<file path="src/rtl/dmem_rmw_controller.sv">
// -----------------------------------------------------------------------------
// dmem_rmw_controller
// Data-memory controller between the core load/store stage and a single-port
// DRAM without byte enables. One request is serviced at a time. Sub-word
// stores are done as read-modify-write, loads extract and sign/zero-extend the
// addressed lane, and misaligned or illegal accesses get an error response
// without touching the DRAM.
//
// Ports
//   clk, nrst         clock, asynchronous active-low reset
//   req_valid/ready   request handshake (ready only in IDLE)
//   req_we            1 = store, 0 = load
//   req_funct3        RISC-V funct3 encoding of access size / signedness
//   req_addr          byte address
//   req_wdata         right-aligned store data
//   rsp_valid         one-cycle response pulse
//   rsp_rdata         load result (0 for stores and errors)
//   rsp_err           misaligned / illegal access, qualifies rsp_valid
//   dram_re/dram_we   DRAM read / write enables (never both high)
//   dram_address      DRAM word address of the latched request
//   dram_datain       word written to DRAM (0 outside WRITE)
//   dram_rdata        DRAM read word, valid DRAM_LAT cycles after dram_re
// -----------------------------------------------------------------------------
module dmem_rmw_controller #(
    parameter int DATA_W   = 32,
    parameter int ADDR_W   = 11,
    parameter int DRAM_LAT = 1,
    localparam int OFF_W   = $clog2(DATA_W / 8)
) (
    input  logic                    clk,
    input  logic                    nrst,
    input  logic                    req_valid,
    output logic                    req_ready,
    input  logic                    req_we,
    input  logic [2:0]              req_funct3,
    input  logic [ADDR_W-1:0]       req_addr,
    input  logic [DATA_W-1:0]       req_wdata,
    output logic                    rsp_valid,
    output logic [DATA_W-1:0]       rsp_rdata,
    output logic                    rsp_err,
    output logic                    dram_re,
    output logic                    dram_we,
    output logic [ADDR_W-OFF_W-1:0] dram_address,
    output logic [DATA_W-1:0]       dram_datain,
    input  logic [DATA_W-1:0]       dram_rdata
);

    localparam int NBYTES = DATA_W / 8;
    localparam int CNT_W  = $clog2(DRAM_LAT + 1);

    typedef enum logic [2:0] {
        ST_IDLE  = 3'd0,
        ST_READ  = 3'd1,
        ST_WAIT  = 3'd2,
        ST_WRITE = 3'd3,
        ST_RESP  = 3'd4
    } state_t;

    // Shift the addressed lane down and extend it to the full word.
    function automatic logic [DATA_W-1:0] lane_extract(
        input logic [DATA_W-1:0] word,
        input logic [2:0]        f3,
        input logic [OFF_W-1:0]  off
    );
        logic [DATA_W-1:0] shifted;
        logic [DATA_W-1:0] res;
        logic              sign;
        int                nbits;
        shifted = word >> {off, 3'b000};
        nbits   = int'(32'd8 << f3[1:0]);
        nbits   = (nbits > DATA_W) ? DATA_W : nbits;
        sign    = ~f3[2] & shifted[nbits-1];
        for (int i = 0; i < DATA_W; i++) begin
            res[i] = (i < nbits) ? shifted[i] : sign;
        end
        return res;
    endfunction

    // Replace lanes off..off+size-1 of the old word with the low store bytes.
    function automatic logic [DATA_W-1:0] lane_merge(
        input logic [DATA_W-1:0] old,
        input logic [DATA_W-1:0] wd,
        input logic [2:0]        f3,
        input logic [OFF_W-1:0]  off
    );
        logic [DATA_W-1:0] res;
        int                size;
        int                base;
        size = int'(32'd1 << f3[1:0]);
        base = int'(off);
        for (int b = 0; b < NBYTES; b++) begin
            if ((b >= base) && (b < base + size)) begin
                res[8*b +: 8] = wd[8*(b-base) +: 8];
            end else begin
                res[8*b +: 8] = old[8*b +: 8];
            end
        end
        return res;
    endfunction

    state_t              state_r, state_s;
    logic [CNT_W-1:0]    cnt_r, cnt_s;
    logic                we_r;
    logic [2:0]          funct3_r;
    logic [ADDR_W-1:0]   addr_r;
    logic [DATA_W-1:0]   wdata_r;
    logic                latch_s;

    logic                dram_re_r, dram_re_s;
    logic                dram_we_r, dram_we_s;
    logic [DATA_W-1:0]   dram_datain_r, dram_datain_s;
    logic                rsp_valid_r, rsp_valid_s;
    logic                rsp_err_r, rsp_err_s;
    logic [DATA_W-1:0]   rsp_rdata_r, rsp_rdata_s;

    logic [3:0]          size_s;
    logic                misaligned_s;
    logic                illegal_s;
    logic                full_s;
    logic [OFF_W-1:0]    off_r_s;

    // Legality of the raw request; only consulted while IDLE.
    assign size_s       = 4'd1 << req_funct3[1:0];
    assign misaligned_s = (({{(4-OFF_W){1'b0}}, req_addr[OFF_W-1:0]} & (size_s - 4'd1)) != 4'd0);
    assign illegal_s    = ((DATA_W == 32) && ((req_funct3 == 3'b011) || (req_funct3 == 3'b110)))
                        || (!req_we && (req_funct3 == 3'b111))
                        || (req_we && req_funct3[2]);
    assign full_s       = req_we && (size_s == 4'(NBYTES));
    assign off_r_s      = addr_r[OFF_W-1:0];

    assign req_ready    = (state_r == ST_IDLE);
    assign dram_address = addr_r[ADDR_W-1:OFF_W];
    assign dram_re      = dram_re_r;
    assign dram_we      = dram_we_r;
    assign dram_datain  = dram_datain_r;
    assign rsp_valid    = rsp_valid_r;
    assign rsp_err      = rsp_err_r;
    assign rsp_rdata    = rsp_rdata_r;

    // Next state plus next values of the registered outputs; each output is
    // computed for the state being entered so it is high during that state.
    always_comb begin
        state_s       = state_r;
        cnt_s         = cnt_r;
        latch_s       = 1'b0;
        dram_re_s     = 1'b0;
        dram_we_s     = 1'b0;
        dram_datain_s = '0;
        rsp_valid_s   = 1'b0;
        rsp_err_s     = 1'b0;
        rsp_rdata_s   = '0;
        case (state_r)
            ST_IDLE: begin
                if (req_valid) begin
                    latch_s = 1'b1;
                    if (illegal_s || misaligned_s) begin
                        state_s     = ST_RESP;
                        rsp_valid_s = 1'b1;
                        rsp_err_s   = 1'b1;
                    end else if (full_s) begin
                        state_s       = ST_WRITE;
                        dram_we_s     = 1'b1;
                        dram_datain_s = req_wdata;
                    end else begin
                        state_s   = ST_READ;
                        dram_re_s = 1'b1;
                    end
                end else begin
                    state_s = ST_IDLE;
                end
            end
            ST_READ: begin
                state_s = ST_WAIT;
                cnt_s   = CNT_W'(DRAM_LAT - 1);
            end
            ST_WAIT: begin
                // Counter at zero marks the cycle in which dram_rdata is valid.
                if (cnt_r == '0) begin
                    if (we_r) begin
                        state_s       = ST_WRITE;
                        dram_we_s     = 1'b1;
                        dram_datain_s = lane_merge(dram_rdata, wdata_r, funct3_r, off_r_s);
                    end else begin
                        state_s     = ST_RESP;
                        rsp_valid_s = 1'b1;
                        rsp_rdata_s = lane_extract(dram_rdata, funct3_r, off_r_s);
                    end
                end else begin
                    cnt_s = cnt_r - CNT_W'(1);
                end
            end
            ST_WRITE: begin
                state_s     = ST_RESP;
                rsp_valid_s = 1'b1;
            end
            ST_RESP: begin
                state_s = ST_IDLE;
            end
            default: begin
                state_s = ST_IDLE;
            end
        endcase
    end

    // State, request latch and registered outputs; reset aborts everything.
    always_ff @(posedge clk or negedge nrst) begin
        if (!nrst) begin
            state_r       <= ST_IDLE;
            cnt_r         <= '0;
            we_r          <= 1'b0;
            funct3_r      <= 3'b000;
            addr_r        <= '0;
            wdata_r       <= '0;
            dram_re_r     <= 1'b0;
            dram_we_r     <= 1'b0;
            dram_datain_r <= '0;
            rsp_valid_r   <= 1'b0;
            rsp_err_r     <= 1'b0;
            rsp_rdata_r   <= '0;
        end else begin
            state_r       <= state_s;
            cnt_r         <= cnt_s;
            if (latch_s) begin
                we_r     <= req_we;
                funct3_r <= req_funct3;
                addr_r   <= req_addr;
                wdata_r  <= req_wdata;
            end
            dram_re_r     <= dram_re_s;
            dram_we_r     <= dram_we_s;
            dram_datain_r <= dram_datain_s;
            rsp_valid_r   <= rsp_valid_s;
            rsp_err_r     <= rsp_err_s;
            rsp_rdata_r   <= rsp_rdata_s;
        end
    end

endmodule
</file>
<file path="config.mk">
export PLATFORM = sky130hd
export DESIGN_NAME = dmem_rmw_controller
export DESIGN_NICKNAME = d
export VERILOG_FILES = /design/src/rtl/dmem_rmw_controller.sv
export SDC_FILE = /design/constraint.sdc
export NUM_CORES = 1
export LEC_CHECK = 0
export ABC_AREA = 1
export BUFFER_PORTS_ARGS = -buffer_cell sky130_fd_sc_hd__buf_2
export CORE_UTILIZATION = 47
export DETAILED_ROUTE_END_ITERATION = 7
export PLACE_DENSITY = 0.72
export SLEW_MARGIN = 0
export SYNTH_ARGS = -nofsm -noshare
export SYNTH_HDL_FRONTEND = slang
export SYNTH_SLANG_ARGS = --single-unit
export TNS_END_PERCENT = 100
</file>
<file path="constraint.sdc">
create_clock -name clk -period 2.8 [get_ports clk]
set_input_delay 0.28 -clock clk [delete_from_list [all_inputs] [get_ports clk]]
set_output_delay 0.28 -clock clk [all_outputs]
set_load 0.03 [all_outputs]
</file>
Word level (Yosys, flattened, before mapping)
Cells that the tools add are included.

Bitwise logic cells: 3. Reductions and logical operators: 14. Shift operators: 8. Multiply operators: 0. Order comparisons: 41. Eq/ne operators: 8. Add/sub/neg operators: 8. Div/mod/pow operators: 0. Multiplexer cells: 75.

Operator list (count): 6-bit by 32-bit < comparator with 1-bit output (first input constant) (16); 32-bit 2-to-1 mux (9); 5-bit by 32-bit < comparator with 1-bit output (first input constant) (8); 3-bit by 32-bit < comparator with 1-bit output (first input constant) (4); 4-bit by 32-bit < comparator with 1-bit output (first input constant) (4); 32-bit by 6-bit variable part select with 8-bit output (4); 1-bit by 32-bit < comparator with 1-bit output (first input constant) (2); 2-bit by 32-bit < comparator with 1-bit output (first input constant) (2); 32-bit one-hot mux with 2 select lines (1); 1-bit 2-to-1 mux (51); 3-bit by 32-bit adder with 32-bit output (1); 32-bit by 7-bit greater-than comparator with 1-bit output (second input constant) (1); 32-bit by 7-bit < comparator with 1-bit output (second input constant) (1); 8-bit 2-to-1 mux (4); 1-bit by 2-bit << shifter with 32-bit output (first input constant) (1); 4-bit by 2-bit << shifter with 32-bit output (first input constant) (1); 32-bit by 5-bit >> shifter with 32-bit output (1); 32-bit by 2-bit subtractor with 32-bit output (second input constant) (1); 3-bit 2-to-1 mux (4); 3-bit one-hot mux with 4 select lines (1); 3-bit by 2-bit equality test with 1-bit output (second input constant) (3); 3-bit equality test (second input constant) (2); 1-bit logical AND (6); 1-bit by 2-bit subtractor with 3-bit output (first input constant) (2); 21 further kinds (27).

ROM bits: 0. Register bits: 119. Bits in latches: 0. Output and inout bits: 78. RAM bits: 0. Memories: 0.

Longest topological paths before layout
Word-level depth: 12. Mapped depth: 16. Mapped depth without buffers: 14.

Least setup slack after synthesis
No wires, ideal clock.

Path kind: register to register. Start point: register addr_r[1]. End point: register dram_datain_r[3] (netlist: dram_datain[3]). Setup slack: 378 ps. Setup time: 129 ps. Period minus slack after synthesis: 2422 ps. Data required time: 2671 ps. Arrival time: 2293 ps. Stages on the path, launching flop included: 12. Cell sequence: dfrtp_1 -> buf_4 -> inv_2 -> buf_2 -> clkbuf_1 -> ha_1 -> buf_2 -> inv_1 -> clkbuf_1 -> o21ai_0 -> a21oi_1 -> o22ai_1.

Cells in the longest elaborated chain, start to end: 7. Elaborated cells on any way between the ends: 10. Classes of those cells: add/sub (2); order compare (2); shift (1); mux (4); reduce/logical (1).

Ends and longest elaborated chain: start, declared (RTL line 105) `logic [ADDR_W-1:0] addr_r;`; start signal, assigned (RTL line 226) `addr_r <= req_addr;`; 3-bit by 32-bit adder with 32-bit output (RTL line 92) `if ((b >= base) && (b < base + size)) begin`; 1-bit by 32-bit < comparator with 1-bit output (RTL line 92); 1-bit logical AND (RTL line 92); 8-bit 2-to-1 mux (*) (RTL line 92); 32-bit 2-to-1 mux (*) (RTL line 179) `if (we_r) begin`; 32-bit 2-to-1 mux (*) (RTL line 178) `if (cnt_r == '0) begin`; 32-bit one-hot mux with 2 select lines (*) (RTL line 152) `case (state_r)`; via dram_datain_s[3] (RTL line 111) `logic [DATA_W-1:0] dram_datain_r, dram_datain_s;`; end signal, assigned (RTL line 231) `dram_datain_r <= dram_datain_s;`; end, declared (RTL line 111).

Mark *: on every way through the listed nets, which the timed path passes. The rest lies on a longest branch. A chain may end at the register's enable or synchronous reset.

Worst setup path after layout
Start point: register funct3_r[1]. End point: register dram_datain_r[22] (netlist: dram_datain[22]).

Cells in the longest elaborated chain, start to end: 8.

Ends and longest elaborated chain: start, declared (RTL line 104) `logic [2:0] funct3_r;`; start signal, assigned (RTL line 225) `funct3_r <= req_funct3;`; 1-bit by 2-bit << shifter with 32-bit output (RTL line 89) `size = int'(32'd1 << f3[1:0]);`; 3-bit by 32-bit adder with 32-bit output (RTL line 92); 3-bit by 32-bit < comparator with 1-bit output (RTL line 92); 1-bit logical AND (RTL line 92); 8-bit 2-to-1 mux (RTL line 92); 32-bit 2-to-1 mux (RTL line 179); 32-bit 2-to-1 mux (RTL line 178); 32-bit one-hot mux with 2 select lines (RTL line 152); via dram_datain_s[22] (RTL line 111).

The timed path passes the listed nets, and every way through them passes these cells.

==> run summary <==
The share of final-layout standard cells stronger than drive strength 1 came out at 25.1%. Walking the worst path, the cells encountered are inv_8 -> nand2_4 -> inv_1 -> ha_1 -> inv_1 -> fa_1 -> a21oi_1 -> nand2_1 -> nand2_1 -> a21o_1 -> nand2_1 -> nand3_1 -> nand2_1. The worst register-to-register path begins at funct3_r[1]. The die is 117 um wide. The depth of the worst hold-timing path was 3; the total global routing overflow was 0.

TritonCTS built the clock tree. Global routing used 27.6% of the available tracks. The highest metal layer carrying signal wires in the routed design is met4.

No sink is reached through more buffers than the 2 on the longest clock path. The most numerous cell type found on the critical path is nand2_1. The area share of the leading cell type in the synthesized netlist works out to 47.2%. The flow ran to the end, and the final reports show no timing, DRC or antenna violations. Leakage power summed over all cells: 4.24 nW.

Yosys mapped the design onto 33 distinct sky130hd cell types. The combined area of all synthesized cells was 6260 um2. The flop and latch count out of synthesis came out at 118. The routed design uses 1600 um of met3 wire.

The via count normalized by instance count is 5.15, and the die boundary height is 117 um. Max-cap violations in this run came to 0. Synthesis produced 812 cells. The filler cell count came out at 1,237. The final cell utilization of the core is 60.3%, and the final count of hold timing violations is 0. The final route contains 5,849 vias. At the later pin of the worst-skew pair, clock insertion delay measures 420 ps.

The cell family with the largest share of critical-path delay was simple AND/OR/NAND/NOR gates. Setup violations remaining at the end of the flow were counted as 0. The endpoint identified for the worst register-to-register timing path is dram_datain[22]. The run gives 17,900 um as the routed wire length. The logs give 7790 um for the met2 routed wirelength and 61 for the pin count of the biggest net entering global routing. The most common library cell in the layout ignoring fill and taps is nand2_1. CTS placed an instance of clkbuf_16 at the clock tree root. The total clock sinks was 118; the final antenna diode count was 0.

Data arrival time of the critical path: 2830 ps. The detailed-route wire length per cell was 15.8 um; the layout net count was 1,039. Summed over all instances, the cell type with the most area after synthesis is dfrtp_1. In this run the tightest slew margin relative to its limit is 57.6%. The critical path is of the reg -> reg type. The worst hold path belongs to the class in -> reg.

The number of nets produced by synthesis came out at 901. For the largest vdd supply drop, the log shows 0.000638 V. For the worst setup path, the data required time is 3120 ps. Setup repair after global routing left no endpoint under its margin.

The logs give 13,300 um for the detailed placement HPWL and 12,800 um2 for the placeable core region. The number of max-slew violations in the final report is 0, and the power density over the cells is 1230 nW/um2. Total iterations of the first detailed-routing run: 6. After floorplanning, the core was divided into 41 placement rows. Derived from the worst setup path, the maximum achievable clock frequency is 397 MHz. The library cells used most frequently in the layout, excluding fill and tap cells, are 293 x nand2_1, 158 x buf_2, 117 x dfrtp_1, 95 x o21ai_0, 62 x inv_1.

On the worst path, the slowest cell contributes a delay of 520 ps. The sink of the worst hold path was addr_r[3]. The worst register-to-register path has a depth of 13. The logs give 47.2% for the register area share after synthesis and 8200 um for the wire length on met1. The Yosys step of the flow raised 0 warnings.

The number of nets with antenna violations after detailed routing came out at 0. The initial antenna violation count is 0. Setup total negative slack on the finished layout was measured at 0 ps.

The worst setup path is launched from a flip-flop. The via count of the first global-routing pass was 5,456; the final cycle utilization of the critical path was 89.9%. At the end of routability-driven placement, the weighted congestion stood at 0.914. The run gives 160 as the number of top-level design ports.

The time the worst path needs with I/O delays and setup came out at 2520 ps. The run gives 4 as the number of H-tree levels. The number of input and output port buffers inserted is 159. The master of the slowest instance on the critical path was dfrtp_1. The critical path starts at funct3_r[1]. The area growth from synthesis to final layout is 23.7%, and the register-to-register setup slack is 280 ps.

For the total CTS buffers, the log shows 17. Startpoint of the tightest hold check path: req_addr[3]. Ranked by total cell area, the synthesized netlist is headed by dfrtp_1 47%, nand2_1 18%, o21ai_0 7.6%. The run gives 0 as the number of DRC violations after detailed routing.

The worst-path maximum fanout is 13. The detailed router finished its first iteration with 502 violations. The tools report the global-route wire length before repair as 28,800 um.

The number of buffers and inverters on the critical path is 3. The floorplan step defined a die boundary enclosing 13,800 um2. Averaged over all synthesized cells, the footprint is 7.71 um2. Slew at the pin closest to its max-slew limit: 630 ps.

Clock-pin slew was measured on the worst setup and hold paths at 60 ps. The worst setup path is captured at a flip-flop. Clock skew on the completed layout was measured at 7.18 ps. For the starting density of the core, the log shows 48.8%.
stage by stage:
step                      power [mW]  hold WS, ps  setup slack [ps]  instance area, um2  std cells
after floorplan                 6.04        -15.6               378                6260        812
after global placement          7.02          224               300                7060       1102
after detailed placement        7.06          226               185                7060       1102
after CTS                       9.52         43.6               163                7740       1135
after global routing            10.3         62.4              95.8                7740       1135
final                           9.55         49.9               283                7740       1135
layer usage:
layer	vias up	GRT usage [%]
met5	-	0
met4	0	10.9
met3	30	6.27
met2	276	40.3
met1	2677	39.4
li1	2866	-
worst max-delay path by stage:
stage,endpoint,slack (ps),depth (start not counted)
6_report,dram_datain[22],280,13
5_1_grt,dram_datain[9],100,14
4_1_cts,dram_datain[13],160,14
3_5_place_dp,dram_datain[9],190,14
3_3_place_gp,dram_datain[13],300,14
2_1_floorplan,dram_datain[3],380,11
synth_stat cells, drive strengths merged:
master  number
nand3       32
nor2        49
inv         70
fa           1
a31oi        8
or2          3
nand3b       1
nor3         2
dfrtp      118
o221ai       9
a21o         1
o211ai      10
buf         39
clkinv       1
clkbuf      17
ha           6
a21oi       33
o22ai        1
nand2      298
o21ai      113
state kept, by name, indices dropped and copies added, names as in the netlist:
signal	flops
dram_datain	32
rsp_rdata	32
wdata_r	32
addr_r	11
funct3_r	3
state_r	3
dram_re	1
dram_we	1
rsp_err	1
rsp_valid	1
we_r	1
cell type report:
class / instances / area (um2) / share of cell area (%)
clock buffer: 20 / 467 / 6.03
clock inverter: 12 / 199 / 2.57
sequential: 118 / 2950 / 38.2
multi-input combinational: 567 / 2710 / 35.0
inverter: 71 / 277 / 3.57
timing repair buffer: 175 / 921 / 11.9
tap: 172 / 215 / 2.78
worst reg2reg max path, delay by kind of cell, from the launching register on:
family	cells	cell delay, ps
adders and majority gates	2	530
DFF	1	520
and+or+nand+nor	6	600
buffers and inverters	3	310
AOI/OAI and AO/OA	2	450
logic make-up after synthesis:
group | after synthesis | share of synthesized area [%]
compound gates | 175 | 15.2
simple gates | 385 | 26.4
fa+ha+maj | 7 | 1.52
buf+inv | 127 | 9.70
flops | 118 | 47.2
what timing repair did:
item,CTS,global route
setup buffers,0,0
hold buffers,1,0
endpoints found under the setup margin,0,3
hold endpoints to repair,25,0
resized for setup,0,1
where the power goes:
| group | internal [mW] | leakage (nW) | switching (mW) | total, mW |
|---|---|---|---|---|
| Sequential | 2.20 | 1.56 | 0.313 | 2.52 |
| Combinational | 1.34 | 2.37 | 3.26 | 4.60 |
| Clock | 1.64 | 0.314 | 0.793 | 2.44 |
| Total | 5.18 | 4.24 | 4.37 | 9.55 |
Power figures use the tool's default switching activity.
